File: src/rtl/core_pkg.sv
// Shared core definitions for the write-back path.
// Holds the datapath widths, the write-back FIFO depth and the entry
// struct carried through the FIFO ({rd, data}).
package core_pkg;

  localparam int XLEN          = 32;
  localparam int REG_ADDR_W    = 5;
  localparam int WB_FIFO_DEPTH = 2;

  typedef struct packed {
    logic [REG_ADDR_W-1:0] rd;
    logic [XLEN-1:0]       data;
  } wb_entry_t;

endpackage

File: src/rtl/wb_arbiter_if.sv
// Bundle of the write-back arbiter's bus signals.
// Handshake: the ALU result is accepted unconditionally whenever aluValid=1.
// A long-latency result transfers on a rising edge where lsuValid && lsuReady;
// the producer holds lsuRd/lsuData stable while lsuValid=1 and lsuReady=0.
// Modports:
//   slave  - the arbiter: takes results/issue/hazard queries, drives lsuReady,
//            rs1Busy/rs2Busy and the registered register-file write port.
//   master - the environment driving results and issue information.
interface wb_arbiter_if;
  import core_pkg::*;

  logic                  aluValid;
  logic [REG_ADDR_W-1:0] aluRd;
  logic [XLEN-1:0]       aluData;

  logic                  lsuValid;
  logic                  lsuReady;
  logic [REG_ADDR_W-1:0] lsuRd;
  logic [XLEN-1:0]       lsuData;

  logic                  issueValid;
  logic                  issueLong;
  logic [REG_ADDR_W-1:0] issueRd;

  logic [REG_ADDR_W-1:0] rs1;
  logic [REG_ADDR_W-1:0] rs2;
  logic                  rs1Busy;
  logic                  rs2Busy;

  logic                  rdWriteEn;
  logic [REG_ADDR_W-1:0] rd;
  logic [XLEN-1:0]       rdData;

  modport slave (
    input  aluValid, aluRd, aluData,
    input  lsuValid, lsuRd, lsuData,
    output lsuReady,
    input  issueValid, issueLong, issueRd,
    input  rs1, rs2,
    output rs1Busy, rs2Busy,
    output rdWriteEn, rd, rdData
  );

  modport master (
    output aluValid, aluRd, aluData,
    output lsuValid, lsuRd, lsuData,
    input  lsuReady,
    output issueValid, issueLong, issueRd,
    output rs1, rs2,
    input  rs1Busy, rs2Busy,
    input  rdWriteEn, rd, rdData
  );

endinterface

File: src/rtl/wb_fifo.sv
// Two-entry FIFO buffering long-latency write-back results.
// Ports:
//   clk, rst    - clock, asynchronous active-high reset
//   push        - write push_entry at the tail (ignored when full)
//   push_entry  - entry to enqueue
//   pop         - drop the head entry (ignored when empty)
//   full, empty - occupancy flags from the registered count
//   head        - current head entry (valid when !empty)
//   count       - current occupancy 0..2, exposed for observation
// Flags come from the registered count only, so an entry pushed this cycle is
// never visible to a same-cycle pop (no bypass).
module wb_fifo
  import core_pkg::*;
(
  input  logic      clk,
  input  logic      rst,
  input  logic      push,
  input  wb_entry_t push_entry,
  input  logic      pop,
  output logic      full,
  output logic      empty,
  output wb_entry_t head,
  output logic [1:0] count
);

  wb_entry_t  mem_q [WB_FIFO_DEPTH];
  wb_entry_t  mem_d [WB_FIFO_DEPTH];
  logic       wr_ptr_q, wr_ptr_d;
  logic       rd_ptr_q, rd_ptr_d;
  logic [1:0] count_q, count_d;
  logic       do_push, do_pop;

  assign full  = (count_q == 2'(WB_FIFO_DEPTH));
  assign empty = (count_q == 2'd0);
  assign head  = mem_q[rd_ptr_q];
  assign count = count_q;

  always_comb begin
    do_push  = push && !full;
    do_pop   = pop && !empty;
    mem_d    = mem_q;
    wr_ptr_d = wr_ptr_q;
    rd_ptr_d = rd_ptr_q;
    if (do_push) begin
      mem_d[wr_ptr_q] = push_entry;
      wr_ptr_d        = ~wr_ptr_q;
    end
    if (do_pop) begin
      rd_ptr_d = ~rd_ptr_q;
    end
    count_d = count_q + {1'b0, do_push} - {1'b0, do_pop};
  end

  always_ff @(posedge clk or posedge rst) begin
    if (rst) begin
      for (int i = 0; i < WB_FIFO_DEPTH; i++) begin
        mem_q[i] <= '0;
      end
      wr_ptr_q <= 1'b0;
      rd_ptr_q <= 1'b0;
      count_q  <= 2'd0;
    end else begin
      mem_q    <= mem_d;
      wr_ptr_q <= wr_ptr_d;
      rd_ptr_q <= rd_ptr_d;
      count_q  <= count_d;
    end
  end

endmodule

File: src/rtl/wb_arbiter.sv
// Write-back arbiter: merges single-cycle ALU results and buffered
// long-latency results onto one registered register-file write port, and
// tracks which registers still await a long-latency write.
// Ports:
//   clk, rst - clock, asynchronous active-high reset
//   bus      - wb_arbiter_if.slave: ALU/LSU results, issue info, hazard
//              queries, registered write port (rdWriteEn/rd/rdData)
// The ALU always wins; the FIFO head drains only in ALU-free cycles.
// Destination x0 results are consumed without a write and leave rd/rdData
// holding their previous values.
module wb_arbiter
  import core_pkg::*;
(
  input  logic            clk,
  input  logic            rst,
  wb_arbiter_if.slave     bus
);

  logic                  fifo_push, fifo_pop, fifo_full, fifo_empty;
  wb_entry_t             fifo_in, fifo_head;
  logic [1:0]            fifo_count;

  logic                  sel_valid;
  logic [REG_ADDR_W-1:0] sel_rd;
  logic [XLEN-1:0]       sel_data;

  logic                  rd_write_en_q, rd_write_en_d;
  logic [REG_ADDR_W-1:0] rd_q, rd_d;
  logic [XLEN-1:0]       rd_data_q, rd_data_d;
  logic [XLEN-1:0]       busy_q, busy_d;

  assign bus.lsuReady = !fifo_full;
  assign fifo_push    = bus.lsuValid && !fifo_full;
  assign fifo_in      = '{rd: bus.lsuRd, data: bus.lsuData};
  assign fifo_pop     = !bus.aluValid && !fifo_empty;

  wb_fifo u_wb_fifo (
    .clk        (clk),
    .rst        (rst),
    .push       (fifo_push),
    .push_entry (fifo_in),
    .pop        (fifo_pop),
    .full       (fifo_full),
    .empty      (fifo_empty),
    .head       (fifo_head),
    .count      (fifo_count)
  );

  // Write selection and registered write port.
  always_comb begin
    sel_valid = 1'b0;
    sel_rd    = '0;
    sel_data  = '0;
    if (bus.aluValid) begin
      sel_valid = 1'b1;
      sel_rd    = bus.aluRd;
      sel_data  = bus.aluData;
    end else if (fifo_pop) begin
      sel_valid = 1'b1;
      sel_rd    = fifo_head.rd;
      sel_data  = fifo_head.data;
    end
    rd_write_en_d = sel_valid && (sel_rd != '0);
    rd_d          = rd_write_en_d ? sel_rd   : rd_q;
    rd_data_d     = rd_write_en_d ? sel_data : rd_data_q;
  end

  // Busy scoreboard: clear on drain of a FIFO entry, then set on a long
  // issue so that a same-cycle set overrides the clear.
  always_comb begin
    busy_d = busy_q;
    if (fifo_pop && (fifo_head.rd != '0)) begin
      busy_d[fifo_head.rd] = 1'b0;
    end
    if (bus.issueValid && bus.issueLong && (bus.issueRd != '0)) begin
      busy_d[bus.issueRd] = 1'b1;
    end
  end

  always_ff @(posedge clk or posedge rst) begin
    if (rst) begin
      rd_write_en_q <= 1'b0;
      rd_q          <= '0;
      rd_data_q     <= '0;
      busy_q        <= '0;
    end else begin
      rd_write_en_q <= rd_write_en_d;
      rd_q          <= rd_d;
      rd_data_q     <= rd_data_d;
      busy_q        <= busy_d;
    end
  end

  assign bus.rdWriteEn = rd_write_en_q;
  assign bus.rd        = rd_q;
  assign bus.rdData    = rd_data_q;
  assign bus.rs1Busy   = busy_q[bus.rs1] && (bus.rs1 != '0);
  assign bus.rs2Busy   = busy_q[bus.rs2] && (bus.rs2 != '0);

endmodule

File: src/flat_wrapper.sv
// flat-port wrapper written by rule: the top's interface ports become plain ports
module wb_arbiter_flat import core_pkg::*;
  (clk, rst, bus_aluValid, bus_aluRd, bus_aluData, bus_lsuValid, bus_lsuRd, bus_lsuData, bus_lsuReady, bus_issueValid, bus_issueLong, bus_issueRd, bus_rs1, bus_rs2, bus_rs1Busy, bus_rs2Busy, bus_rdWriteEn, bus_rd, bus_rdData);
  wb_arbiter_if bus_i ();
  input  logic clk;
  input  logic rst;
  input wire logic [$bits(bus_i.aluValid)-1:0] bus_aluValid;
  input wire logic [$bits(bus_i.aluRd)-1:0] bus_aluRd;
  input wire logic [$bits(bus_i.aluData)-1:0] bus_aluData;
  input wire logic [$bits(bus_i.lsuValid)-1:0] bus_lsuValid;
  input wire logic [$bits(bus_i.lsuRd)-1:0] bus_lsuRd;
  input wire logic [$bits(bus_i.lsuData)-1:0] bus_lsuData;
  output wire logic [$bits(bus_i.lsuReady)-1:0] bus_lsuReady;
  input wire logic [$bits(bus_i.issueValid)-1:0] bus_issueValid;
  input wire logic [$bits(bus_i.issueLong)-1:0] bus_issueLong;
  input wire logic [$bits(bus_i.issueRd)-1:0] bus_issueRd;
  input wire logic [$bits(bus_i.rs1)-1:0] bus_rs1;
  input wire logic [$bits(bus_i.rs2)-1:0] bus_rs2;
  output wire logic [$bits(bus_i.rs1Busy)-1:0] bus_rs1Busy;
  output wire logic [$bits(bus_i.rs2Busy)-1:0] bus_rs2Busy;
  output wire logic [$bits(bus_i.rdWriteEn)-1:0] bus_rdWriteEn;
  output wire logic [$bits(bus_i.rd)-1:0] bus_rd;
  output wire logic [$bits(bus_i.rdData)-1:0] bus_rdData;
  assign bus_i.aluValid = bus_aluValid;
  assign bus_i.aluRd = bus_aluRd;
  assign bus_i.aluData = bus_aluData;
  assign bus_i.lsuValid = bus_lsuValid;
  assign bus_i.lsuRd = bus_lsuRd;
  assign bus_i.lsuData = bus_lsuData;
  assign bus_lsuReady = bus_i.lsuReady;
  assign bus_i.issueValid = bus_issueValid;
  assign bus_i.issueLong = bus_issueLong;
  assign bus_i.issueRd = bus_issueRd;
  assign bus_i.rs1 = bus_rs1;
  assign bus_i.rs2 = bus_rs2;
  assign bus_rs1Busy = bus_i.rs1Busy;
  assign bus_rs2Busy = bus_i.rs2Busy;
  assign bus_rdWriteEn = bus_i.rdWriteEn;
  assign bus_rd = bus_i.rd;
  assign bus_rdData = bus_i.rdData;
  wb_arbiter u_core (.clk(clk), .rst(rst), .bus(bus_i));
endmodule
File: config.mk
export PLATFORM = sky130hd
export DESIGN_NAME = wb_arbiter_flat
export DESIGN_NICKNAME = d
export VERILOG_FILES = /design/src/rtl/core_pkg.sv /design/src/rtl/wb_arbiter_if.sv /design/src/rtl/wb_fifo.sv /design/src/rtl/wb_arbiter.sv /design/src/flat_wrapper.sv
export SDC_FILE = /design/constraint.sdc
export NUM_CORES = 1
export LEC_CHECK = 0
export CORE_UTILIZATION = 56
export DETAILED_ROUTE_END_ITERATION = 8
export GPL_TIMING_DRIVEN = 1
export PLACE_DENSITY = 0.95
export SLEW_MARGIN = 10
export SYNTH_ARGS = -nofsm -noshare
export SYNTH_HDL_FRONTEND = slang
export SYNTH_SLANG_ARGS = --single-unit
File: constraint.sdc
create_clock -name clk -period 15.4 [get_ports clk]
set_clock_uncertainty 0.1 [all_clocks]
set_input_delay 3.08 -clock clk [delete_from_list [all_inputs] [get_ports clk]]
set_output_delay 3.08 -clock clk [all_outputs]
set_load 0.01 [all_outputs]
* Word level (Yosys, flattened, before mapping)
Index checks and enable logic that the tools add are counted.
Storage, ports and cells: output and inout bits 41, register bits after elaboration 148, word-level logic and storage cells 74, input port bits 95
Operators by class: multiplexer cells 22, equality and inequality tests 1, add/subtract/negate cells 2, magnitude comparators 9, reductions and logical operators 22, bitwise logic cells 7
Operator list (number):
- 37-bit 2-to-1 mux | 4
- 32-bit 2-to-1 mux | 4
- 74-bit bitwise mux | 1
- 37-bit demux with 1-bit select | 1
- 32-bit AND | 1
- 32-bit NOT | 1
- 32-bit bitwise OR | 1
- 5-bit nonzero test | 5
- 5-bit by 6-bit < comparator with 1-bit output, second input constant | 4
- 1-bit logical AND | 13
- 1-bit binary-select mux with 5-bit select | 2
- 1-bit demux with 5-bit select | 2
- 5-bit by 1-bit greater-or-equal comparator with 1-bit output, second input constant | 2
- 5-bit 2-to-1 mux | 2
- 1-bit 2-to-1 mux | 6
- 2-bit greater-or-equal comparator, second input constant | 2
- 1-bit NOT with 2-bit output | 2
- 1-bit logical NOT | 3
- 2-bit by 1-bit adder with 2-bit output | 1
- 2-bit equality test, second input constant | 1
- 2-bit logical NOT | 1
- 2-bit by 1-bit < comparator with 1-bit output, second input constant | 1
- 1-bit NOT | 2
- 2-bit by 1-bit subtractor with 2-bit output | 1

* Longest topological paths before layout
Gate-level depths: netlist of run 1.
depth in word-level cells 13, gate-level depth with buffers 7, mapped depth without buffers 7

* Modules after synthesis
From an unflattened synthesis of run 1, not the netlist that was laid out.
Second synthesis, totals: cells, all modules 552, area total of the unflattened synthesis 7299.5 um2
Modules (own cells, without submodules):
- wb_arbiter | sequential area each 1726.7 um2, times used 1, area each 3743.6 um2, cells an instance 336
- wb_fifo | sequential area each 1951.9 um2, times used 1, area each 3555.9 um2, cells an instance 216

* Least setup slack after synthesis of run 1
OpenSTA, ideal clock, no wires.
kind in2out, start in bus_rs2[0], end out bus_rs2Busy, path buffers 1, arrival time 4501 ps, data required time 12220 ps, stages on the path 5, path slack 7719 ps, path through buf_2 -> mux4_2 -> mux2i_1 -> nor3b_1 -> or4_1
Between the ends: cells in the longest elaborated chain, start to end 3, elaborated cells between the ends (all ways) 4, those cells by class mux: 2; reduce/logical: 2
RTL lines:
- from (decl) | RTL line flat_wrapper.sv:18 | input wire logic [$bits(bus_i.rs2)-1:0] bus_rs2;
- 1-bit binary-select mux with 5-bit select | RTL line wb_arbiter.sv:98 | assign bus.rs2Busy = busy_q[bus.rs2] && (bus.rs2 != '0);
- 1-bit 2-to-1 mux (implied by the code) | RTL line wb_arbiter.sv:98
- 1-bit logical AND (*) | RTL line wb_arbiter.sv:98
- to (decl) | RTL line flat_wrapper.sv:20 | output wire logic [$bits(bus_i.rs2Busy)-1:0] bus_rs2Busy;
Every way passes the cells marked *; elsewhere a longest branch is shown, timed or not. The select of a mux whose other input is x is not followed.

* Worst setup path in the final report of run 1
Ends and elaborated chain as after synthesis.

==> reports/results.txt, run 1 <==
outcome: complete, no violations
ANT nets after route: 0
TritonCTS clock tree: built
hold depth: 0
reg2reg setup slack: 12.27 ns
Distinct cells, synth: 41
Slowest-stage cell, CP: clkdlybuf4s50_1
hold endpoint: u_core.busy_q[0]$_DFF_PP0_
core region area: 0.0122 mm^2
Root Driver: clkbuf_16
MaxCap Viol Count: 0
DR vias: 5238
Post-DP Area: 0.00851 mm^2
asr flop ratio synth: 100%
Initial DRT Pass Iterations: 5
fin crit share: 56.9%
Finished Cell Area: 0.00914 mm^2
Die Span Y: 114 um
share of layout cells above drive strength 1: 21.7%
share of the synthesized area in the top cell type: 52.5%
HPWL Detailed: 11800 um
RR Endpoint: u_core.bus.rdData[14]$_DFFE_PP0P_
Area Growth Syn to Fin: 29.5%
GPL Wtd Cong: 0.905
worst r2r src: u_core.u_wb_fifo.rd_ptr_q$_DFFE_PP0P_
post_cts resized: 0
# hold bufs at CTS: 0
#FFs+latches synth: 148
final wirelength: 17400 um
Setup Viol. Count Final: 0
initial antenna violation count: 0
H-tree levels: 4
first-pass GRT wire length: 28200 um
clock insertion delay at the later pin of the skew report: 0.42 ns
postcts setup bufs: 0
CTS Sinks: 148
pin count of the biggest net entering global routing: 83
row count: 40
Worst Setup End Kind: primary output
Post-Syn Area: 0.00705 mm^2
delay of the slowest critical-path stage: 0.71 ns
HP Class: register to register
Max VDD drop: 0.000121 V
average size of a mapped cell: 12.5 um^2
setup_tns: 0 ns
Ys Warns: 0
TritonCTS Buffers: 17
Worst Reg-to-Reg Cells: 5
Worst Path Class, Setup: primary input to primary output
Nets: 789
Port Buffers: 135
CP Launch Type: primary input
crit path time final: 8.77 ns
Die ar.: 0.0130 mm^2
P_leak: 3.86 nW
GRT Overall Usage: 28.6%
Post-synth EDFFs: 0
Hold Crit Start: u_core.busy_q[0]$_DFF_PP0_
Final Hold Fails: 0
ys flop type: dfrtp_1
syn nets: 662
WHS: 0.319 ns
antenna diode count: 0
Seq/Total Area, Yosys: 52.5%
Fmax: 114 MHz
Worst-path clk slew: 0.06 ns
CTS max path bufs: 2
Worst Path Max Fanout: 6
initial core utilization: 58.0%
Worst Path Required: 12.22 ns
DR WL/cell: 20.0 um
Slew Limit Headroom: 31.3%
RSZ-0062 raised after global routing: no
Most common cell on crit path: clkdlybuf4s50_1
dominant cell type by area after synthesis: dfrtp_1
cell chain of the critical path: clkdlybuf4s50_1 -> mux4_2 -> mux2i_1 -> nor3b_1 -> or4_1 -> clkdlybuf4s50_1
Synth Instances: 565
pre-CTS setup slack: 6.61 ns
largest cells by area after synthesis: dfrtp_1, mux2_2, o21ai_0, mux2i_1, mux4_2
Die W: 114 um
Congestion Overflow GR: 0
WP data arrival: 5.59 ns
Ports: 136
worst slew pin tran: 1.03 ns
vias in the first global route: 5658
Iter 0 DRT Violations: 404
DRC violations left: 0
final slew viol count: 0
pwr/cell area: 202 mW/mm^2
DR vias/cell: 6.00
PnR worst setup slack: 6.63 ns
## metrics by stage
| step | power [mW] | instances | util [%] |
|---|---|---|---|
| global route | 1.94 | 873 | 75.1 |
| finish | 1.84 | 873 | 75.1 |
| CTS | 1.84 | 873 | 75.1 |
| floorplan | 1.14 | 565 | - |
| global placement | 1.35 | 841 | 70.0 |
| detailed placement | 1.40 | 841 | 70.0 |
## cells in the mapped netlist, types with 5 or more instances
master,instances
mux2_2,93
o21ai_0,103
dfrtp_1,148
nor3_1,5
buf_2,11
nand2_1,42
mux4_2,15
mux2i_1,43
nor2_1,8
nand3_1,5
mux2_1,16
a221o_1,5
nor3b_1,7
clkbuf_1,16
## flip-flops by register name, indices dropped and copies added (netlist names)
name,count
u_core.bus.rdData,32
u_core.bus.rdWriteEn,1
u_core.u_wb_fifo.mem_q,74
u_core.u_wb_fifo.wr_ptr_q,1
u_core.u_wb_fifo.count,2
u_core.busy_q,32
u_core.bus.rd,5
u_core.u_wb_fifo.rd_ptr_q,1
## logic make-up (layout without fill, tap and decap cells)
group,Yosys count,after routing,synth area share [%]
compound gates,115,115,8.83
fa+ha+maj,2,2,0.355
flops,148,148,52.5
buf+inv,36,176,2.64
simple gates,93,93,6.79
mux,168,168,28.5
xor+xnor,3,3,0.373
## layout make-up
type	count	area [um^2]
flip-flops and latches	148	3700
repair buffers	140	1390
clock buffers	24	482
multi-input cells	381	3180
clock inverters	8	146
well taps	168	210
fillers	775	3030
inverters	4	20.0
## worst max-delay path: cells and delay by family
family        cells  cell delay [ns]
buf+inv           2             1.21
mux               2             0.71
simple gates      2             0.58
## worst max-delay path by stage
| stage | start | end | slack [ns] | depth (start not counted) |
|---|---|---|---|---|
| finish | bus_rs2[0] | bus_rs2Busy | 6.63 | 6 |
| CTS | bus_rs2[0] | bus_rs2Busy | 6.61 | 6 |
| detailed placement | bus_rs2[0] | bus_rs2Busy | 6.61 | 6 |
| floorplan | bus_rs2[0] | bus_rs2Busy | 7.72 | 5 |
| global placement | bus_rs2[0] | bus_rs2Busy | 6.72 | 6 |
| global route | bus_rs2[0] | bus_rs2Busy | 6.56 | 6 |
## layout by cell type, fill, tap and decap left out, types with 2 or more instances in the layout
cell,instances
a221o_1,5
nand2b_1,3
nor3_1,5
nand4_1,2
nor3b_1,7
bufinv_16,4
nand3b_1,4
nand2_1,42
nor2b_1,2
clkbuf_16,17
ha_1,2
or2_2,4
nand3_1,4
buf_4,5
nor2_1,8
inv_1,3
mux4_2,15
o21ai_0,103
dfrtp_1,147
inv_6,2
mux2i_1,43
mux2_2,93
clkbuf_8,3
mux2_1,16
clkdlybuf4s50_1,135
clkinv_2,2
clkbuf_1,4
xnor2_1,3
and3b_1,4
## where the power goes
group | internal [mW] | switching [mW]
clock | 0.284 | 0.157
combinational | 0.385 | 0.293
sequential | 0.582 | 0.140
total | 1.25 | 0.590
## metal layers
metal	global-route usage [%]	up-vias	part of all wire (%)
met3	8.68	50	6.6
met2	47.2	245	50
met5	0	-	0
met4	14.1	0	3.6
met1	34.3	2629	40
li1	-	2314	-
No activity file was read; power rests on OpenSTA's default activity.
==> run 2, diff against run 1 <==
Settings changed: CORE_UTILIZATION 56 to 52, PLACE_DENSITY 0.95 to 0.9.
Clock period 15.4 ns to 9.1 ns, I/O delays scaled along.
==> run 2 against run 1 <==
Against the previous run:
- global-route usage fell by 3.0 points
- die area rose by 7.6%
- clock-buffer cell count fell by 3
- via count rose by 0.19%
- critical endpoint unchanged
- first-iteration DRC count rose by 7.7%
- wire length fell by 1.3%
- final area rose by 0.29%
- flip-flop and latch count did not move
- register-to-register slack got worse by 6.3 ns
- sequential power rose by 70%
==> reports/results.txt, run 2 (synthesis gave the netlist of run 1 again) <==
ANT nets after route: 0
antenna diode count: 0
DR vias: 5248
share of layout cells above drive strength 1: 22.1%
FILL cells: 965
grt met2 use: 43.7%
delay of the slowest critical-path stage: 0.70 ns
Worst Reg-to-Reg Cells: 5
DR vias/cell: 5.96
Biggest register: u_core.u_wb_fifo.mem_q
first-pass GRT wire length: 27800 um
Initial DRT Pass Iterations: 5
met3 usage: 7.67%
CTS Sinks: 148
fin crit share: 68.0%
RSZ-0062 raised after global routing: no
initial core utilization: 53.3%
row count: 42
pin count of the biggest net entering global routing: 80
Worst Path Required: 7.18 ns
crit path time final: 6.19 ns
DR WL/cell: 19.5 um
TritonCTS Buffers: 17
Setup Viol. Count Final: 0
Root Driver: clkbuf_16
post-placement cell count: 849
H-tree levels: 4
final cell count without fillers: 881
met1 usage: 30.8%
Fmax: 162 MHz
final slew viol count: 0
Largest register FFs: 74
Die ar.: 0.0140 mm^2
vias in the first global route: 5492
Iter 0 DRT Violations: 435
post_cts resized: 0
CP bufs+invs: 2
core region area: 0.0132 mm^2
outcome: complete, no violations
Max VDD drop: 0.000197 V
Slew Limit Headroom: 31.3%
commonest non-fill, non-tap cell in the layout: dfrtp_1
Ports: 136
HPWL Detailed: 11700 um
Die Span Y: 118 um
HP Class: register to register
Die W: 118 um
CP Depth: 6
most used routing layer: met2
CTS max path bufs: 2
MaxCap Viol Count: 0
postcts setup bufs: 0
initial antenna violation count: 0
final wirelength: 17200 um
Worst Setup End Kind: primary output
commonest non-fill, non-tap cells in the layout: dfrtp_1, clkdlybuf4s50_1, o21ai_0, mux2_2, mux2i_1
# hold bufs at CTS: 0
CP top delay family: buffers and inverters
P_leak: 3.86 nW
GPL Wtd Cong: 0.901
worst r2r src: u_core.u_wb_fifo.rd_ptr_q$_DFFE_PP0P_
Hold Crit Start: u_core.busy_q[0]$_DFF_PP0_
Area Growth Syn to Fin: 29.9%
TritonCTS clock tree: built
CP Launch Type: primary input
Worst Path Class, Setup: primary input to primary output
GRT Overall Usage: 25.6%
Slowest-stage cell, CP: clkdlybuf4s50_1
CP Launch Point: bus_rs2[0]
Port Buffers: 135
Nets: 789
hold depth: 0
WP data arrival: 4.27 ns
pwr/cell area: 341 mW/mm^2
Most common cell on crit path: clkdlybuf4s50_1
DRC violations left: 0
cell chain of the critical path: clkdlybuf4s50_1 -> mux4_2 -> mux2i_1 -> nor3b_1 -> or4_1 -> clkdlybuf4s50_1
power after layout: 3.12 mW
setup_tns: 0 ns
Congestion Overflow GR: 0
Worst-path clk slew: 0.06 ns
clock insertion delay at the later pin of the skew report: 0.41 ns
Final Hold Fails: 0
Worst Path Max Fanout: 6
worst slew pin tran: 1.03 ns
run 2: changes by cell type in the layout (fill, tap and decap cells not counted), sizes merged:
| cell | before | now |
|---|---|---|
| clkbuf | 24 | 21 |
| clkinvlp | 1 | 3 |
| clkinv | 2 | 3 |
run 2: through the flow:
step                worst slack [ns]  utilization (%)  instance area [um^2]  hold slack (ns)
finish                          2.91             69.2                  9160            0.317
global route                    2.79             69.2                  9160            0.341
CTS                             2.89             69.2                  9160            0.323
detailed placement              2.89             64.3                  8520            0.310
global placement                2.93             64.3                  8520            0.300
floorplan                       3.20                -                  7050            0.325
run 2: report_power, final:
part	internal, mW	leakage, nW	switching (mW)
Clock	0.482	0.306	0.270
Sequential	0.985	1.79	0.241
Combinational	0.652	1.76	0.491
run 2: area by class of cell:
type	instances	area (um^2)	share of cell area [%]
inverter	4	20.0	0.218
sequential	148	3700	40.4
multi-input combinational	381	3180	34.8
timing repair buffer	140	1390	15.2
clock buffer	21	470	5.13
clock inverter	11	174	1.90
tap	176	220	2.40
run 2: worst paths after layout:
check,to,slack [ns]
hold reg to reg,u_core.busy_q[0]$_DFF_PP0_,0.32
max in group asynchronous,u_core.u_wb_fifo.mem_q[62]$_DFFE_PP0P_,5.75
min in group asynchronous,u_core.bus.rdWriteEn$_DFF_PP0_,1.80
setup / recovery,bus_rs2Busy,2.91
hold / removal,u_core.busy_q[0]$_DFF_PP0_,0.32
setup reg to reg,u_core.bus.rdData[12]$_DFFE_PP0P_,6.02
run 2: routing by layer:
| layer | vias to the layer above | wire [um] |
|---|---|---|
| li1 | 2323 | - |
| met5 | - | 0 |
| met3 | 23 | 1310 |
| met1 | 2658 | 6830 |
| met2 | 244 | 8840 |
| met4 | 0 | 243 |
==> run 3, diff against run 2 <==
Settings changed: CORE_UTILIZATION 52 to 47, PLACE_DENSITY 0.9 to 0.86.
Clock period 9.1 ns to 5.1 ns, I/O delays scaled along.
==> run 3 against run 2 <==
Against the previous run:
- first-iteration DRC count is 42% lower
- critical path depth unchanged
- final area shrank 0.18%
- combinational power grew 78%
- worst hold slack lost 0.045 ns
- clock power grew 73%
- largest power group unchanged
==> reports/results.txt, run 3 (synthesis gave the netlist of run 1 again) <==
met1 usage: 27.3%
Worst Path Max Fanout: 6
post_cts resized: 0
Worst Path Class, Setup: primary input to primary output
antenna diode count: 0
HPWL Detailed: 11900 um
Die Span Y: 125 um
initial antenna violation count: 0
WP data arrival: 3.48 ns
Nets: 790
Worst Reg-to-Reg Cells: 5
HP Class: register to register
share of layout cells above drive strength 1: 22.1%
Largest register FFs: 74
Worst-path clk slew: 0.05 ns
first-pass GRT wire length: 27900 um
Area Growth Syn to Fin: 29.7%
Final Hold Fails: 0
most used routing layer: met2
CP Launch Point: bus_rs2[0]
final slew viol count: 0
Post-DP Area: 0.00853 mm^2
Die W: 125 um
worst slew pin tran: 1.03 ns
CP Launch Type: primary input
fin crit share: 90.3%
DRC violations left: 0
TritonCTS clock tree: built
# hold bufs at CTS: 0
commonest non-fill, non-tap cell in the layout: dfrtp_1
Ports: 136
Die ar.: 0.0155 mm^2
DR WL/cell: 19.1 um
pin count of the biggest net entering global routing: 94
Worst Setup End Kind: primary output
Biggest register: u_core.u_wb_fifo.mem_q
worst r2r src: u_core.u_wb_fifo.rd_ptr_q$_DFFE_PP0P_
Finished Cell Area: 0.00915 mm^2
post-placement cell count: 858
commonest non-fill, non-tap cells in the layout: dfrtp_1, clkdlybuf4s50_1, o21ai_0, mux2_2, mux2i_1
Initial DRT Pass Iterations: 5
ANT nets after route: 0
hold depth: 0
row count: 44
FILL cells: 1090
Max VDD drop: 0.000312 V
H-tree levels: 4
final cell count without fillers: 889
met3 usage: 7.04%
Iter 0 DRT Violations: 251
Slew Limit Headroom: 31.4%
Port Buffers: 135
Congestion Overflow GR: 0
setup_tns: 0 ns
pwr/cell area: 603 mW/mm^2
RSZ-0062 raised after global routing: no
reg2reg setup slack: 2.21 ns
grt met2 use: 39.4%
RR Endpoint: u_core.bus.rdData[29]$_DFFE_PP0P_
final wirelength: 16900 um
core region area: 0.0146 mm^2
P_leak: 3.86 nW
Setup crit end: bus_rs2Busy
CTS Sinks: 148
TritonCTS Buffers: 17
DR vias/cell: 5.72
GPL Wtd Cong: 0.946
Root Driver: clkbuf_16
vias in the first global route: 5570
GRT Overall Usage: 23.0%
CTS max path bufs: 2
DR vias: 5088
Setup Viol. Count Final: 0
postcts setup bufs: 0
Worst Path Required: 3.98 ns
clock insertion delay at the later pin of the skew report: 0.41 ns
initial core utilization: 48.4%
Fmax: 217 MHz
outcome: complete, no violations
MaxCap Viol Count: 0
crit path time final: 4.60 ns
==> run 3: cell types whose count changed in the layout (fill, tap and decap cells not counted), sizes merged <==
cell and delta:
buf +2, clkdlybuf4s50 -1, clkinv +1, clkinvlp -1, inv -1
==> run 3: where the power goes <==
group          internal [mW]  switching [mW]  total [mW]  leakage, nW
combinational           1.16           0.865        2.03         1.77
clock                  0.838           0.458        1.30        0.299
sequential              1.76           0.428        2.19         1.79
==> run 3: how the worst min path moves through the flow <==
| stage | slack [ns] | startpoint | endpoint |
|---|---|---|---|
| finish | 0.27 | u_core.busy_q[0]$_DFF_PP0_ | u_core.busy_q[0]$_DFF_PP0_ |
| detailed placement | 0.27 | u_core.busy_q[0]$_DFF_PP0_ | u_core.busy_q[0]$_DFF_PP0_ |
| CTS | 0.28 | u_core.busy_q[0]$_DFF_PP0_ | u_core.busy_q[0]$_DFF_PP0_ |
| global placement | 0.27 | u_core.busy_q[0]$_DFF_PP0_ | u_core.busy_q[0]$_DFF_PP0_ |
| floorplan | 0.32 | u_core.busy_q[0]$_DFF_PP0_ | u_core.busy_q[0]$_DFF_PP0_ |
| global route | 0.30 | u_core.busy_q[0]$_DFF_PP0_ | u_core.busy_q[0]$_DFF_PP0_ |
==> run 3: final cells by class <==
type	count	area (um^2)	area share [%]
tap	184	230	2.52
clock buffer	21	460	5.03
timing repair buffer	141	1390	15.2
sequential	148	3700	40.5
clock inverter	10	155	1.70
multi-input combinational	381	3180	34.8
inverter	4	20.0	0.219
==> run 3: metal layers <==
metal | up-vias | part of all wire, %
met5 | - | 0
met4 | 0 | 1.4
met3 | 25 | 5.9
met2 | 171 | 51
met1 | 2570 | 42
li1 | 2322 | -
==> run 3: critical path: stages <==
cell	delay [ns]
clkdlybuf4s50_1	0.71
mux4_2	0.55
mux2i_1	0.14
nor3b_1	0.06
or4_1	0.50
clkdlybuf4s50_1	0.49
==> run 3: per-stage QoR <==
step / setup WS (ns) / hold WS [ns] / total power [mW] / utilization (%)
finish: 0.497 / 0.272 / 5.51 / 62.7
global route: 0.370 / 0.298 / 5.82 / 62.7
CTS: 0.467 / 0.280 / 5.55 / 62.7
detailed placement: 0.476 / 0.267 / 4.22 / 58.5
global placement: 0.505 / 0.274 / 4.09 / 58.5
floorplan: 0.000313 / 0.325 / 3.43 / -
